## src/rtl/cmos_capture_pkg.sv

```systemverilog
// rtl/cmos_capture_pkg.sv - shared pixel format, colour-bar constants and capture state type
package cmos_capture_pkg;

  // RGB565 field widths, shared with the display side
  localparam int RGB_R_W = 5;
  localparam int RGB_G_W = 6;
  localparam int RGB_B_W = 5;
  localparam int PIX_W   = RGB_R_W + RGB_G_W + RGB_B_W;

  // Default frame geometry, matching the vga_driver side
  localparam int DEF_IMG_W = 640;
  localparam int DEF_IMG_H = 480;

  // Colour bars in RGB565, left to right
  localparam logic [PIX_W-1:0] CB_WHITE   = 16'hFFFF;
  localparam logic [PIX_W-1:0] CB_YELLOW  = 16'hFFE0;
  localparam logic [PIX_W-1:0] CB_CYAN    = 16'h07FF;
  localparam logic [PIX_W-1:0] CB_GREEN   = 16'h07E0;
  localparam logic [PIX_W-1:0] CB_MAGENTA = 16'hF81F;
  localparam logic [PIX_W-1:0] CB_RED     = 16'hF800;
  localparam logic [PIX_W-1:0] CB_BLUE    = 16'h001F;
  localparam logic [PIX_W-1:0] CB_BLACK   = 16'h0000;

  typedef enum logic [1:0] {SKIP, WAIT, CAPT} cap_state_t;

  function automatic logic [PIX_W-1:0] bar_color(input logic [2:0] bar);
    case (bar)
      3'd0:    return CB_WHITE;
      3'd1:    return CB_YELLOW;
      3'd2:    return CB_CYAN;
      3'd3:    return CB_GREEN;
      3'd4:    return CB_MAGENTA;
      3'd5:    return CB_RED;
      3'd6:    return CB_BLUE;
      default: return CB_BLACK;
    endcase
  endfunction

endpackage

```

## src/rtl/cmos_capture_if.sv

```systemverilog
// rtl/cmos_capture_if.sv - RGB565 pixel stream toward the SDRAM input FIFO
interface cmos_capture_if;
  import cmos_capture_pkg::*;

  logic [PIX_W-1:0] dout;
  logic             dout_vld;
  logic             dout_sop;
  logic             dout_eop;
  logic             dout_rdy;

  modport master (output dout, output dout_vld, output dout_sop, output dout_eop, input dout_rdy);
  modport slave  (input dout, input dout_vld, input dout_sop, input dout_eop, output dout_rdy);

endinterface

```

## src/rtl/cmos_byte_pack.sv

```systemverilog
// rtl/cmos_byte_pack.sv - pairs sensor bytes into 16-bit pixels, high byte first
module cmos_byte_pack (
  input  logic        clk,
  input  logic        rst_n,
  input  logic        en,
  input  logic        clr,
  input  logic        hr,
  input  logic [7:0]  d,
  output logic        phase,
  output logic        stb,
  output logic [15:0] pix
);

  logic [7:0] hi;

  // Toggle byte phase on every active byte; hold the high byte on phase 0
  always_ff @(posedge clk or negedge rst_n) begin
    if (!rst_n) begin
      phase <= 1'b0;
      hi    <= 8'h00;
    end else if (clr) begin
      phase <= 1'b0;
    end else if (en && hr) begin
      phase <= ~phase;
      if (!phase) hi <= d;
    end
  end

  // Pixel is complete while the low byte is present
  assign stb = en & hr & phase;
  assign pix = {hi, d};

endmodule

```

## src/rtl/cmos_capture.sv

```systemverilog
// rtl/cmos_capture.sv - DVP capture to RGB565 stream with settling-frame skip; CMOS_CAPTURE_TEST_PATTERN_EN selects colour bars
module cmos_capture
  import cmos_capture_pkg::*;
#(
  parameter int IMG_W       = DEF_IMG_W,
  parameter int IMG_H       = DEF_IMG_H,
  parameter int SKIP_FRAMES = 10
) (
  input  logic                  clk,
  input  logic                  rst_n,
  input  logic                  cmos_vsync,
  input  logic                  cmos_href,
  input  logic [7:0]            cmos_data,
  input  logic                  capture_en,
  input  logic                  err_clr,
  cmos_capture_if.master        dout_if,
  output logic                  line_err,
  output logic                  frame_err,
  output logic                  ovf
);

  localparam int XW  = $clog2(IMG_W + 1);
  localparam int YW  = $clog2(IMG_H + 1);
  localparam int SKW = (SKIP_FRAMES > 1) ? $clog2(SKIP_FRAMES) : 1;
  localparam logic [XW-1:0]  X_END     = XW'(IMG_W);
  localparam logic [XW-1:0]  X_LAST    = XW'(IMG_W - 1);
  localparam logic [YW-1:0]  Y_END     = YW'(IMG_H);
  localparam logic [YW-1:0]  Y_LAST    = YW'(IMG_H - 1);
  localparam logic [SKW-1:0] SKIP_LAST = SKW'((SKIP_FRAMES > 0) ? SKIP_FRAMES - 1 : 0);
  localparam cap_state_t     ST_RST    = (SKIP_FRAMES == 0) ? WAIT : SKIP;

  logic             vs_r, vs_d, hr_r, hr_d;
  logic [7:0]       d_r;
  cap_state_t       state;
  logic [SKW-1:0]   skip_cnt;
  logic [XW-1:0]    x;
  logic [YW-1:0]    y;
  logic             vs_rise, hr_fall;
  logic             pk_phase, pk_stb;
  logic [15:0]      pk_pix;
  logic             pix_ok, at_sop, at_eop;
  logic [PIX_W-1:0] pix_out;

  // Register the sensor pins once, plus a second stage for edge detection
  always_ff @(posedge clk or negedge rst_n) begin
    if (!rst_n) begin
      vs_r <= 1'b0;
      vs_d <= 1'b0;
      hr_r <= 1'b0;
      hr_d <= 1'b0;
      d_r  <= 8'h00;
    end else begin
      vs_r <= cmos_vsync;
      vs_d <= vs_r;
      hr_r <= cmos_href;
      hr_d <= hr_r;
      d_r  <= cmos_data;
    end
  end

  assign vs_rise = vs_r & ~vs_d;
  assign hr_fall = ~hr_r & hr_d;

  cmos_byte_pack u_pack (
    .clk   (clk),
    .rst_n (rst_n),
    .en    (state == CAPT),
    .clr   (vs_rise | hr_fall),
    .hr    (hr_r),
    .d     (d_r),
    .phase (pk_phase),
    .stb   (pk_stb),
    .pix   (pk_pix)
  );

  assign pix_ok = pk_stb && (x < X_END) && (y < Y_END);
  assign at_sop = (x == '0) && (y == '0);
  assign at_eop = (x == X_LAST) && (y == Y_LAST);

`ifdef CMOS_CAPTURE_TEST_PATTERN_EN
  logic [2:0] bar;
  assign bar     = 3'((int'(x) * 8) / IMG_W);
  assign pix_out = bar_color(bar);
`else
  assign pix_out = pk_pix;
`endif

  // Frame FSM, position counters, registered stream outputs and sticky flags
  always_ff @(posedge clk or negedge rst_n) begin
    if (!rst_n) begin
      state            <= ST_RST;
      skip_cnt         <= '0;
      x                <= '0;
      y                <= '0;
      dout_if.dout     <= '0;
      dout_if.dout_vld <= 1'b0;
      dout_if.dout_sop <= 1'b0;
      dout_if.dout_eop <= 1'b0;
      line_err         <= 1'b0;
      frame_err        <= 1'b0;
      ovf              <= 1'b0;
    end else begin
      dout_if.dout_vld <= 1'b0;
      dout_if.dout_sop <= 1'b0;
      dout_if.dout_eop <= 1'b0;
      // Clear first so a same-cycle set below takes priority
      if (err_clr) begin
        line_err  <= 1'b0;
        frame_err <= 1'b0;
        ovf       <= 1'b0;
      end
      case (state)
        SKIP: begin
          if (vs_rise) begin
            if (skip_cnt == SKIP_LAST) state <= WAIT;
            else                       skip_cnt <= skip_cnt + 1'b1;
          end
        end
        WAIT: begin
          if (vs_rise && capture_en) begin
            state <= CAPT;
            x     <= '0;
            y     <= '0;
          end
        end
        CAPT: begin
          if (vs_rise) begin
            // Frame cut short: restart immediately if still enabled
            frame_err <= 1'b1;
            x         <= '0;
            y         <= '0;
            if (!capture_en) state <= WAIT;
          end else begin
            if (pix_ok) begin
              x <= x + 1'b1;
              if (dout_if.dout_rdy) begin
                dout_if.dout     <= pix_out;
                dout_if.dout_vld <= 1'b1;
                dout_if.dout_sop <= at_sop;
                dout_if.dout_eop <= at_eop;
              end else begin
                ovf <= 1'b1;
              end
              if (at_eop) state <= WAIT;
            end
            if (hr_fall) begin
              if ((y < Y_END) && (pk_phase || (x < X_END))) line_err <= 1'b1;
              x <= '0;
              if (y < Y_END) y <= y + 1'b1;
            end
          end
        end
        default: state <= ST_RST;
      endcase
    end
  end

endmodule

```

## src/flat_wrapper.sv

```systemverilog
// flat-port wrapper written by rule: the top's interface ports become plain ports
module cmos_capture_flat import cmos_capture_pkg::*;
#(
  parameter int IMG_W       = DEF_IMG_W,
  parameter int IMG_H       = DEF_IMG_H,
  parameter int SKIP_FRAMES = 10
)
  (clk, rst_n, cmos_vsync, cmos_href, cmos_data, capture_en, err_clr, line_err, frame_err, ovf, dout_if_dout, dout_if_dout_vld, dout_if_dout_sop, dout_if_dout_eop, dout_if_dout_rdy);
  cmos_capture_if dout_if_i ();
  input  logic clk;
  input  logic rst_n;
  input  logic cmos_vsync;
  input  logic cmos_href;
  input  logic [7:0] cmos_data;
  input  logic capture_en;
  input  logic err_clr;
  output logic line_err;
  output logic frame_err;
  output logic ovf;
  output wire logic [$bits(dout_if_i.dout)-1:0] dout_if_dout;
  output wire logic [$bits(dout_if_i.dout_vld)-1:0] dout_if_dout_vld;
  output wire logic [$bits(dout_if_i.dout_sop)-1:0] dout_if_dout_sop;
  output wire logic [$bits(dout_if_i.dout_eop)-1:0] dout_if_dout_eop;
  input wire logic [$bits(dout_if_i.dout_rdy)-1:0] dout_if_dout_rdy;
  assign dout_if_dout = dout_if_i.dout;
  assign dout_if_dout_vld = dout_if_i.dout_vld;
  assign dout_if_dout_sop = dout_if_i.dout_sop;
  assign dout_if_dout_eop = dout_if_i.dout_eop;
  assign dout_if_i.dout_rdy = dout_if_dout_rdy;
  cmos_capture #(.IMG_W(IMG_W), .IMG_H(IMG_H), .SKIP_FRAMES(SKIP_FRAMES)) u_core (.clk(clk), .rst_n(rst_n), .cmos_vsync(cmos_vsync), .cmos_href(cmos_href), .cmos_data(cmos_data), .capture_en(capture_en), .err_clr(err_clr), .dout_if(dout_if_i), .line_err(line_err), .frame_err(frame_err), .ovf(ovf));
endmodule
```

## config.mk

```make
export PLATFORM = sky130hd
export DESIGN_NAME = cmos_capture_flat
export DESIGN_NICKNAME = d
export VERILOG_FILES = /design/src/rtl/cmos_capture_pkg.sv /design/src/rtl/cmos_capture_if.sv /design/src/rtl/cmos_byte_pack.sv /design/src/rtl/cmos_capture.sv /design/src/flat_wrapper.sv
export SDC_FILE = /design/constraint.sdc
export NUM_CORES = 1
export LEC_CHECK = 0
export ABC_AREA = 1
export CAP_MARGIN = 30
export CORE_MARGIN = 2
export CORE_UTILIZATION = 25
export CTS_CLUSTER_DIAMETER = 60
export CTS_CLUSTER_SIZE = 24
export DETAILED_ROUTE_END_ITERATION = 10
export GPL_ROUTABILITY_DRIVEN = 0
export PLACE_DENSITY = 0.46
export SYNTH_ARGS = -nofsm -noshare
export SYNTH_HDL_FRONTEND = slang
export SYNTH_HIERARCHICAL = 1
export SYNTH_SLANG_ARGS = --single-unit
```

## constraint.sdc

```tcl
create_clock -name clk -period 2.3 [get_ports clk]
set_clock_uncertainty 0.05 [all_clocks]
set_input_delay 0.46 -clock clk [delete_from_list [all_inputs] [get_ports clk]]
set_output_delay 0.46 -clock clk [all_outputs]
set_load 0.01 [all_outputs]
```

# Word-level counts from Yosys, hierarchy flattened
# Cells that the tools add are included.
# W data, S select, Z words.
classes:
  n_addsub: 3
  magnitude_cmp: 2
  eq_ne: 14
  muxes: 45
  bitwise: 11
  reduce_logical: 19
ops:
  columns: ["op", "count"]
  rows:
  - ["$mux W10", 4]
  - ["$mux W9", 4]
  - ["$mux W1", 27]
  - ["$pmux W10 S2", 1]
  - ["$pmux W9 S2", 1]
  - ["$mux W2", 7]
  - ["$ne A3 B1 Y1 const B", 4]
  - ["$add A10 B1 Y10 const B", 1]
  - ["$eq A10 B10 Y1 const B", 1]
  - ["$logic_not A10 Y1", 1]
  - ["$lt A10 B10 Y1 const B", 1]
  - ["$add A9 B1 Y9 const B", 1]
  - ["$eq A9 B9 Y1 const B", 1]
  - ["$logic_not A9 Y1", 1]
  - ["$lt A9 B9 Y1 const B", 1]
  - ["$reduce_and A3 Y1", 3]
  - ["$reduce_and A4 Y1", 2]
  - ["$logic_and A1 B1 Y1", 7]
  - ["$ne A2 B1 Y1 const B", 3]
  - ["$not A1 Y1", 6]
  - ["$pmux W2 S3", 1]
  - ["$reduce_and A6 Y1", 1]
  - ["$add A4 B1 Y4 const B", 1]
  - ["$and A1 B1 Y1", 4]
  - ["9 further kinds", 10]
word_totals:
  reg_bits: 68
  inputBits: 15
  out_inout_bits: 22
  elab_cells: 112

# Depth between registers and ports, before layout
# Gate-level depths: netlist (run 1).
depth:
  word_depth: 9
  depth_mapped: 11
  depth_no_buf: 11

# Hierarchy
# The synthesis (run 1) kept the hierarchy.
modules_own_cells:
  columns: ["module", "n_inst", "cells_each", "area_each_um2"]
  rows:
  - ["cmos_capture", 1, 333, 2847.7]
  - ["cmos_byte_pack", 1, 49, 434.2]

# Worst setup path after synthesis (run 1)
# OpenSTA, ideal clock, no wires.
synth_timing:
  kind: "register to register"
  from: "reg u_core.state[0]"
  to: "reg u_core.dout_if.dout[10]"
  arrival_ns: 1.524
  required_ns: 2.185
  path_slack_ns: 0.661
  stages_incl_launch_ff: 12
  synth_period_minus_slack_ns: 1.639
  cell_sequence: "dfrtp_1 -> inv_1 -> ha_1 -> nand2_1 -> nor2_1 -> nand2_1 -> nor2_2 -> nand3_2 -> inv_2 -> buf_6 -> nand2_1 -> nand2_1"
synth_between:
  elab_chain_len: 6
synth_rtl:
  columns: ["element", "line", "rtl"]
  rows:
  - ["start, declared", "cmos_capture.sv:34", "cap_state_t state;"]
  - ["start signal, assigned", "cmos_capture.sv:91", "state <= ST_RST;"]
  - ["start signal, assigned", "cmos_capture.sv:115", "if (skip_cnt == SKIP_LAST) state <= WAIT;"]
  - ["start signal, assigned", "cmos_capture.sv:121", "state <= CAPT;"]
  - ["$eq A2 B2 Y1", "cmos_capture.sv:67", ".en (state == CAPT),"]
  - ["$and A1 B1 Y1 (2 in a row)", "cmos_byte_pack.sv:30", "assign stb = en & hr & phase;"]
  - ["via u_core.pk_stb", "cmos_capture.sv:39", "logic pk_phase, pk_stb;"]
  - ["$logic_and A1 B1 Y1 (2 in a row)", "cmos_capture.sv:76", "assign pix_ok = pk_stb && (x < X_END) && (y < Y_END);"]
  - ["$reduce_and A4 Y1 (no source line)", null, null]
  - ["end signal, assigned", "cmos_capture.sv:137", "dout_if.dout <= pix_out;"]
  - ["end, declared", "cmos_capture_if.sv:11", "modport master (output dout, output dout_vld, output dout_sop, output dout_eop, input dout_rdy);"]
# The timed path passes the listed nets, and every way through them passes these cells.
# A chain may end at the register's enable or synchronous reset.

# Final worst setup path (run 1)
layout_timing:
  from: "reg u_core.state[0]"
  to: "reg u_core.state[0]"
layout_between:
  elab_chain_len: 7
layout_rtl:
  columns: ["element", "line"]
  rows:
  - ["$eq A2 B2 Y1", "cmos_capture.sv:67, cmos_capture.sv:112"]
  - ["$and A1 B1 Y1 (2 in a row)", "cmos_byte_pack.sv:30"]
  - ["$logic_and A1 B1 Y1 (2 in a row)", "cmos_capture.sv:76"]
  - ["$ne A3 B1 Y1 (no source line)", null]
  - ["$reduce_and A6 Y1 (no source line)", null]
# Parallel ways exist; a longest one is shown, timed or not.

==> results.json, run 1 <==
{
  "placed_area_mm2": 0.003790,
  "rsz0062_at_grt": "false",
  "grt_usage_pct": 11.50,
  "critPathTopFamily": "buffers and inverters",
  "fmax_ghz": 0.5334,
  "synth.avg_cell_area_um2": 8.591,
  "power_density_mw_per_mm2": 882.5,
  "synth_top_area_cell": "dfrtp_1",
  "diodes": 0,
  "critPathBufInv": 3,
  "critPathLaunch": "u_core/state[0]",
  "first_pass_iters": 4,
  "synthTopCellsByArea": "dfrtp_1 52%, nand2_1 15%, nand3_1 5.3%, ha_1 4.2%, inv_1 3.8%",
  "outcome": "complete, no violations",
  "critPathMaxStageDelay_ns": 0.42,
  "crit_path_end_kind": "register",
  "core_mm2": 0.01272,
  "hold_class": "primary input to asynchronous set/reset pin",
  "post_route_cells_drive_above_1_share_pct": 10.14,
  "n_fill_cell": 1376,
  "cts_tree": "built",
  "top_layer": "met4",
  "yosysTopAreaCellShare_pct": 51.85,
  "drv_slew": 0,
  "drv_cap": 0,
  "nNetsFinal": 445,
  "rr_startpoint": "u_core/state[0]",
  "io_pins": 37,
  "wl_met2_um": 3342,
  "cts_sinks": 68,
  "io_buffers": 36,
  "irDropWorstVdd_mv": 0.3686,
  "wl_um": 7312,
  "ys_seq_area_share_pct": 51.85,
  "grt_remaining_overflow": 0,
  "path_common_cell": "nand2_1",
  "synth_cell_types": 31,
  "syn_area_mm2": 0.003282,
  "clk_transition_reported_paths_ns": 0.06,
  "clock_latency_ns": 0.33,
  "ys_warn_count": 6,
  "postCtsSetupBuffers": 0,
  "cp.arrival_ns": 2.04,
  "antenna_found_initial": 0,
  "ys_ff_latch": 68,
  "worstMarginPinSlew_ns": 0.4198,
  "cp_cell_sequence": "inv_1 > ha_1 > buf_4 > inv_1 > o21ai_0 > nor2_1 > nand2_1 > nand2_1 > nand2_1",
  "finalCritPeriodShare_pct": 81.51,
  "slew_headroom_pct": 71.91,
  "die_x_um": 118.6,
  "drc_errors": 0,
  "clock_path_buffers": 2,
  "critPathKind": "register to register",
  "worst_path_max_delay_cell": "dfrtp_1",
  "cts-hold-fix-buffers": 0,
  "wl_met1_um": 3557,
  "setup-violations-final": 0,
  "drt_iter0_markers": 172,
  "grt_pass1_vias": 2566,
  "wl_per_cell_um": 12.27,
  "syn-num-nets": 408,
  "route.antenna.remaining_nets": 0,
  "cts_made_buffers": 9,
  "dieArea_mm2": 0.01406,
  "crit_fanout": 9,
  "dr_total_vias": 2527,
  "place.detailed.hpwl_um": 5075,
  "initial_utilization_pct": 25.80,
  "htreeDepth": 3,
  "vias_per_cell": 4.240,
  "cts_resized": 0,
  "grt_max_degree": 69,
  "leakage_nw": 1.957,
  "synth_cells": 382,
  "grt_pass1_wl_um": 12810,
  "rows": 41,
  "start_kind": "register",
  "final_area_mm2": 0.004084,
  "cts-root-buf": "clkbuf_16",
  "area_delta_synth_final_pct": 24.44,
  "required_ns": 2.47,
  "die_h_um": 118.6,
  "finalHoldViolCount": 0,
  "met3RoutedLength_um": 307,
  "period_minus_slack_ns": 1.875,
  "tns_ns": 0
}
power by group:
group	leakage (nW)	internal [mW]	switching [mW]	total, mW
Sequential	0.903	1.34	0.110	1.45
Combinational	0.912	0.267	0.517	0.785
Clock	0.142	0.839	0.531	1.37
flip-flops by register name, summed over array words and instances, names as in the netlist, 2 cells and up:
name	cells
u_core/u_pack/hi	8
u_core/skip_cnt	4
u_core/d_r	8
u_core/y	9
u_core/x	10
u_core/state	2
u_core/dout_if.dout	16
Yosys cell counts, drive strengths merged:
cell / count
a21o: 1
a21oi: 4
and3: 1
buf: 13
dfrtp: 68
ha: 11
inv: 39
nand2: 134
nand3: 36
nand3b: 2
nand4: 10
nor2: 27
nor3: 6
nor4: 3
o21ai: 18
o31ai: 1
or2: 3
xnor2: 2
xor2: 3
cell usage in the layout, fill, tap and decap left out, types with 5 or more instances in the layout:
cell	instances
clkdlybuf4s50_1	35
dfrtp_1	68
inv_1	33
ha_1	11
nand2_1	129
o21ai_0	12
nand3_1	35
inv_2	5
clkbuf_16	9
nand4_1	10
nor2_1	23
nor3_1	6
area by class of cell:
class                   count  area (um^2)  share of cell area [%]
multi-input cells         262         1334                   32.66
clock buffers              10        229.0                   5.607
clock inverters             6        65.06                   1.593
well taps                 172        215.2                   5.270
repair buffers             39        390.4                   9.559
inverters                  39        148.9                   3.646
flip-flops and latches     68         1702                   41.67
per-stage QoR:
stage | worst slack (ns) | power (mW) | util [%] | cells | hold WS [ns]
5_1_grt | 0.1625 | 3.838 | 32.10 | 596 | 0.1232
3_5_place_dp | 0.4319 | 2.261 | 29.79 | 580 | 0.3214
2_1_floorplan | 0.6612 | 2.055 | - | 382 | 0.1144
3_3_place_gp | 0.4518 | 2.254 | 29.79 | 580 | 0.3127
4_1_cts | 0.4153 | 3.664 | 32.10 | 596 | 0.1057
6_report | 0.4252 | 3.604 | 32.10 | 596 | 0.07071
layer usage:
| metal | vias to the layer above | global-route usage [%] |
|---|---|---|
| met5 | - | 0 |
| met4 | 0 | 4.018 |
| met3 | 9 | 3.958 |
| met2 | 54 | 17.56 |
| met1 | 1179 | 15.10 |
| li1 | 1285 | - |
kinds of logic after synthesis:
family | synth area share [%]
AOI/OAI and AO/OA | 4.842
xor gates and xnor gates | 1.335
adders and majority gates | 4.194
buffers and inverters | 7.511
DFF | 51.85
and+or+nand+nor | 30.27
final timing paths:
path                                             to  slack, ns  cells past startpoint
worst max-delay path                u_core/state[0]       0.43                      9
worst min-delay path                    u_core/y[5]       0.07                      2
worst max register to register      u_core/state[0]       0.43                      9
worst min register to register          u_core/vs_d       0.33                      0
max in group asynchronous       u_core/u_pack/hi[2]       1.80                      2
min in group clk                        u_core/vs_d       0.33                      0
(Power assumes the default switching activity.)
==> run 2, diff against run 1 <==
clock period = 1.9 ns   (was 2.3 ns; I/O delays follow)
==> run 2 against run 1 <==
  * Routed wire length is 4.3% higher
  * Cell count is 1.7% higher
  * Power is 25% higher
  * Largest power group unchanged
  * Setup slack worse by 0.22 ns
  * First-iteration DRC count is 4.7% higher
  * Sequential share of layout area is 1.1 points lower
  * Critical path type unchanged
  * Worst hold slack worse by 0.059 ns
  * Non-clock buffer count is 9 higher
  * Clock power is 26% higher
==> results.json, run 2 (same netlist as run 1, synthesis figures left out) <==
{
  "drv_cap": 0,
  "final_cells": 606,
  "antenna_found_initial": 0,
  "leakage_nw": 2.012,
  "grt_remaining_overflow": 0,
  "first_pass_iters": 4,
  "reg_top3": "u_core/dout_if.dout: 16 flops, u_core/x: 10 flops, u_core/y: 9 flops",
  "clock_path_buffers": 2,
  "worst_path_max_delay_cell": "dfrtp_1",
  "required_ns": 2.07,
  "wl_um": 7630,
  "dieArea_mm2": 0.01406,
  "finalHoldViolCount": 0,
  "start_kind": "register",
  "utilization_pct": 32.98,
  "worstMarginPinSlew_ns": 0.3739,
  "htreeDepth": 3,
  "holdWs_ns": 0.01183,
  "grt_max_degree": 69,
  "layout_commonest_cell": "nand2_1",
  "initial_utilization_pct": 25.80,
  "placed_cells": 588,
  "rows": 41,
  "die_x_um": 118.6,
  "irDropWorstVdd_mv": 0.4951,
  "mostFrequentLayoutCells": "129 x nand2_1, 68 x dfrtp_1, 35 x clkdlybuf4s50_1, 34 x nand3_1, 33 x inv_1",
  "die_h_um": 118.6,
  "grt_usage_pct": 11.41,
  "final.setup.worst_slack_ns": 0.2011,
  "slew_headroom_pct": 75.07,
  "drv_slew": 0,
  "critPathKind": "register to register",
  "tns_ns": 0,
  "power_density_mw_per_mm2": 1077,
  "largest-register": "u_core/dout_if.dout",
  "rsz0062_at_grt": "false",
  "cts_tree": "built",
  "io_pins": 37,
  "cts_sinks": 68,
  "outcome": "complete, no violations",
  "route.antenna.remaining_nets": 0,
  "cp_cell_sequence": "inv_1 > ha_1 > nand2_1 > nor2_2 > nand2_1 > nor2_2 > nand3_2 > buf_4 > nand2_1 > nand2_1",
  "crit_fanout": 9,
  "diodes": 0,
  "drc_errors": 0,
  "critPathMaxStageDelay_ns": 0.37,
  "core_mm2": 0.01272,
  "vias_per_cell": 4.342,
  "wl_per_cell_um": 12.59,
  "clock_latency_ns": 0.33,
  "io_buffers": 36,
  "largest_reg_flops": 16,
  "fmax_ghz": 0.5886,
  "cp.arrival_ns": 1.87,
  "area_delta_synth_final_pct": 27.83,
  "drt_iter0_markers": 180,
  "finalCritPeriodShare_pct": 89.41,
  "hold_class": "primary input to asynchronous set/reset pin",
  "nNetsFinal": 455,
  "cts_made_buffers": 9,
  "pre_cts_ws_ns": 0.06561,
  "path_common_cell": "nand2_1",
  "grt_pass1_vias": 2622,
  "place.detailed.hpwl_um": 5370,
  "cts-root-buf": "clkbuf_16",
  "n_fill_cell": 1386,
  "grt_pass1_wl_um": 12850,
  "cts-hold-fix-buffers": 0,
  "clk_transition_reported_paths_ns": 0.06,
  "crit_path_end_kind": "register",
  "post_route_cells_drive_above_1_share_pct": 13.13,
  "setup-violations-final": 0,
  "dr_total_vias": 2631,
  "period_minus_slack_ns": 1.699
}
==> run 2: report_power, final <==
part / internal [mW] / switching, mW / leakage [nW] / total (mW)
registers: 1.62 / 0.120 / 0.903 / 1.74
logic: 0.371 / 0.674 / 0.957 / 1.04
clock network: 1.09 / 0.641 / 0.152 / 1.73
total: 3.08 / 1.43 / 2.01 / 4.52
==> run 2: final cells by class <==
cell class                      count  area (um^2)  area share, %
Clock buffer                       11        252.7          6.024
Clock inverter                      5        60.06          1.432
Inverter                           39        151.4          3.609
Multi-Input combinational cell    263         1356          32.33
Sequential cell                    68         1702          40.56
Tap cell                          172        215.2          5.130
Timing Repair Buffer               48        457.9          10.92
==> run 2: per-stage QoR <==
stage                     total power, mW  area [um^2]
final                               4.516         4195
after detailed placement            2.797         3850
after global routing                4.803         4195
after floorplan                     2.487         3282
after CTS                           4.548         4163
after global placement              2.790         3850
==> run 2: per-layer routing <==
| layer | track usage, % | wire length [um] | up-vias |
|---|---|---|---|
| li1 | - | - | 1303 |
| met1 | 14.88 | 3582 | 1253 |
| met2 | 18.07 | 3542 | 67 |
| met3 | 3.716 | 422 | 8 |
| met4 | 3.274 | 82 | 0 |
| met5 | 0 | 0 | - |
==> run 2: worst paths after layout <==
| path | from | endpoint | slack [ns] | cells after the start |
|---|---|---|---|---|
| max | u_core/state[0] | u_core/dout_if.dout[15] | 0.20 | 10 |
| min | rst_n | u_core/y[5] | 0.01 | 2 |
| max reg2reg | u_core/state[0] | u_core/dout_if.dout[15] | 0.20 | 10 |
| min reg2reg | u_core/vs_r | u_core/vs_d | 0.33 | 0 |
| max in group asynchronous | rst_n | u_core/state[1] | 1.48 | 2 |
| min in group clk | u_core/vs_r | u_core/vs_d | 0.33 | 0 |
==> run 2: critical path, delay by kind of cell, from the launching register on <==
family	cells	cell delay, ns
and+or+nand+nor	7	0.68
adders and majority gates	1	0.19
DFF	1	0.37
buffers and inverters	2	0.30
==> run 2: what timing repair did <==
| action | 4_1_cts | 5_1_grt |
|---|---|---|
| endpoints found under the setup margin | 0 | 27 |
| resized for setup | 0 | 5 |
| buffers inserted | 0 | 1 |
==> run 3, diff against run 2 <==
ABC_AREA = not set   (was 1)
==> run 3 against run 2 <==
  * The run now ends with setup timing left
  * Register-to-register slack worse by 0.23 ns
  * Clock power down 11%
  * Combinational power up 54%
  * Cell count down 14%
  * Via count down 16%
  * Global-route usage down 0.20 points
  * Routed wire length down 9.7%
  * Worst hold slack worse by 0.0075 ns
  * Critical path depth down 3
  * Synthesized area down 3.8%
==> results.json, run 3 <==
{
  "layout_commonest_cell": "dfrtp_1",
  "cts-root-buf": "clkbuf_16",
  "clk_transition_reported_paths_ns": 0.06,
  "final_cells": 519,
  "placed_area_mm2": 0.003954,
  "critPathBufInv": 1,
  "area_delta_synth_final_pct": 37.34,
  "crit_fanout": 3,
  "utilization_pct": 34.78,
  "nNetsFinal": 368,
  "power_density_mw_per_mm2": 1136,
  "io_pins": 37,
  "drv_slew": 0,
  "crit_path_end_kind": "register",
  "reg2reg_to": "u_core/state[1]",
  "first_pass_iters": 4,
  "dieArea_mm2": 0.01354,
  "drc_errors": 0,
  "wl_met1_um": 3446,
  "antenna_found_initial": 0,
  "synth_cell_types": 51,
  "htreeDepth": 3,
  "finalCritPeriodShare_pct": 101.5,
  "largest_reg_flops": 16,
  "multi_input_area_mm2": 0.001383,
  "worstMarginPinSlew_ns": 0.5300,
  "path_depth": 7,
  "drt_iter0_markers": 108,
  "final.setup.worst_slack_ns": -0.02912,
  "critPathLaunch": "u_core/state[1]",
  "n_fill_cell": 1292,
  "synthTopCellsByArea": "dfrtp_1 54%, mux2_2 6.1%, ha_1 4.4%, mux2_4 3.8%, nand2_1 2.3%",
  "cts_made_buffers": 9,
  "cts_sinks": 68,
  "cts_tree": "built",
  "cp_cell_sequence": "inv_1 > ha_2 > nor2b_1 > a211oi_2 > a21oi_2 > a211oi_4 > mux2_4",
  "yosysTopAreaCellShare_pct": 53.90,
  "violations": "setup timing",
  "required_ns": 2.07,
  "drv_cap": 0,
  "synth_cells": 267,
  "top_layer": "met4",
  "syn_area_mm2": 0.003157,
  "cp.arrival_ns": 2.09,
  "grt_remaining_overflow": 0,
  "io_buffers": 36,
  "ys_ff_latch": 68,
  "met3RoutedLength_um": 352,
  "period_minus_slack_ns": 1.929,
  "slew_headroom_pct": 64.67,
  "synth_flop_cell": "dfrtp_1",
  "critPathTopFamily": "compound AO/OA/AOI/OAI gates",
  "placed_cells": 499,
  "regArea_mm2": 0.001702,
  "ys_seq_area_share_pct": 53.90,
  "wl_um": 6891,
  "wl_met2_um": 2978,
  "reg_top3": "u_core/dout_if.dout: 16 flops, u_core/x: 10 flops, u_core/y: 9 flops",
  "clock_path_buffers": 2,
  "grt_max_degree": 41,
  "grt_pass1_vias": 2278,
  "clock_latency_ns": 0.33,
  "synth-edff-count": 0,
  "largest-register": "u_core/dout_if.dout",
  "route.antenna.remaining_nets": 0,
  "endpoint": "u_core/state[1]",
  "place.detailed.hpwl_um": 4915,
  "final_area_mm2": 0.004335,
  "synth.avg_cell_area_um2": 11.82,
  "irDropWorstVdd_mv": 0.5611,
  "core_mm2": 0.01247,
  "grt_usage_pct": 11.21,
  "leakage_nw": 1.897,
  "hold_class": "primary input to asynchronous set/reset pin",
  "post_route_cells_drive_above_1_share_pct": 31.12,
  "ys_warn_count": 6,
  "worst_path_max_delay_cell": "dfrtp_1",
  "setup-violations-final": 2,
  "wl_per_cell_um": 13.28,
  "critPathKind": "register to register",
  "diodes": 0,
  "start_kind": "register",
  "dr_total_vias": 2218,
  "mostFrequentLayoutCells": "68 x dfrtp_1, 39 x buf_4, 35 x clkdlybuf4s50_1, 19 x nand2_1, 18 x mux2_4",
  "rr_startpoint": "u_core/state[1]",
  "synth_most_common_cell": "dfrtp_1",
  "die_h_um": 116.4,
  "initial_utilization_pct": 25.32,
  "synthArstFlopShare_pct": 100.0,
  "r2r_slack_ns": -0.03,
  "syn-num-nets": 293,
  "grt_pass1_wl_um": 11570,
  "critPathMaxStageDelay_ns": 0.41,
  "synth_common_cells": "68 x dfrtp_1, 19 x nand2_1, 17 x mux2_2, 17 x nor2_1",
  "rows": 41,
  "die_x_um": 116.4,
  "synth_top_area_cell": "dfrtp_1",
  "fmax_ghz": 0.5184,
  "r2r_cells": 7,
  "vias_per_cell": 4.274,
  "holdWs_ns": 0.004349,
  "finalHoldViolCount": 0,
  "rsz0062_at_grt": "true",
  "outcome": "finished, violations left"
}
## run 3: cell count changes in the layout (fill, tap and decap cells not counted), sizes merged, moves of 4 or more
cell,before,now
nand2,134,20
buf,13,43
mux2,0,25
inv,39,15
nand3,36,16
nor2,27,17
nand4,10,5
and3,1,5
o21ai,18,14
## run 3: final cells by class
class / count / area share, %
multi-input combinational: 170 / 31.89
clock inverter: 7 / 1.183
inverter: 15 / 1.587
timing repair buffer: 78 / 15.93
clock buffer: 9 / 5.195
sequential: 68 / 39.25
tap: 172 / 4.964
## run 3: routing by layer
metal | GRT usage (%) | vias to the layer above
li1 | - | 1083
met1 | 15.05 | 1071
met2 | 17.02 | 56
met3 | 3.581 | 8
met4 | 4.048 | 0
met5 | 0 | -
## run 3: where the power goes
| group | switching, mW | internal, mW | leakage, nW | total [mW] |
|---|---|---|---|---|
| combinational | 0.771 | 0.831 | 0.871 | 1.60 |
| sequential | 0.125 | 1.66 | 0.895 | 1.78 |
| clock | 0.655 | 0.886 | 0.132 | 1.54 |
| total | 1.55 | 3.38 | 1.90 | 4.93 |
## run 3: cells by family after synthesis
| kind of cell | synth area share [%] |
|---|---|
| compound gates | 7.888 |
| flops | 53.90 |
| buf+inv | 5.707 |
| simple gates | 15.74 |
| xor+xnor | 2.220 |
| mux | 10.19 |
| fa+ha+maj | 4.360 |
## run 3: what timing repair did
action                                  CTS  global route
cloned                                    0             0
pin swaps                                 2             5
setup buffers                             1             3
endpoints found under the setup margin   18            29
resized for setup                         5            17
hold endpoints to repair                  0             0
hold buffers                              0             0
## run 3: how the worst min path moves through the flow
stage	from	end	slack [ns]	cells past startpoint
floorplan	rst_n	u_core/d_r[0]	0.03	0
global placement	u_core/vs_r	u_core/vs_d	0.35	0
detailed placement	u_core/vs_r	u_core/vs_d	0.34	0
CTS	rst_n	u_core/d_r[4]	0.01	2
global route	rst_n	u_core/dout_if.dout[3]	0.04	2
finish	rst_n	u_core/d_r[4]	0.004	2
## run 3: stage by stage
stage | power, mW | TNS, ns | setup WS, ns
floorplan | 2.652 | -0.6356 | -0.07062
global placement | 3.246 | -2.150 | -0.1974
detailed placement | 3.255 | -2.212 | -0.2042
CTS | 4.881 | -0.007795 | -0.007795
global route | 5.253 | -1.618 | -0.1100
finish | 4.926 | -0.02954 | -0.02912
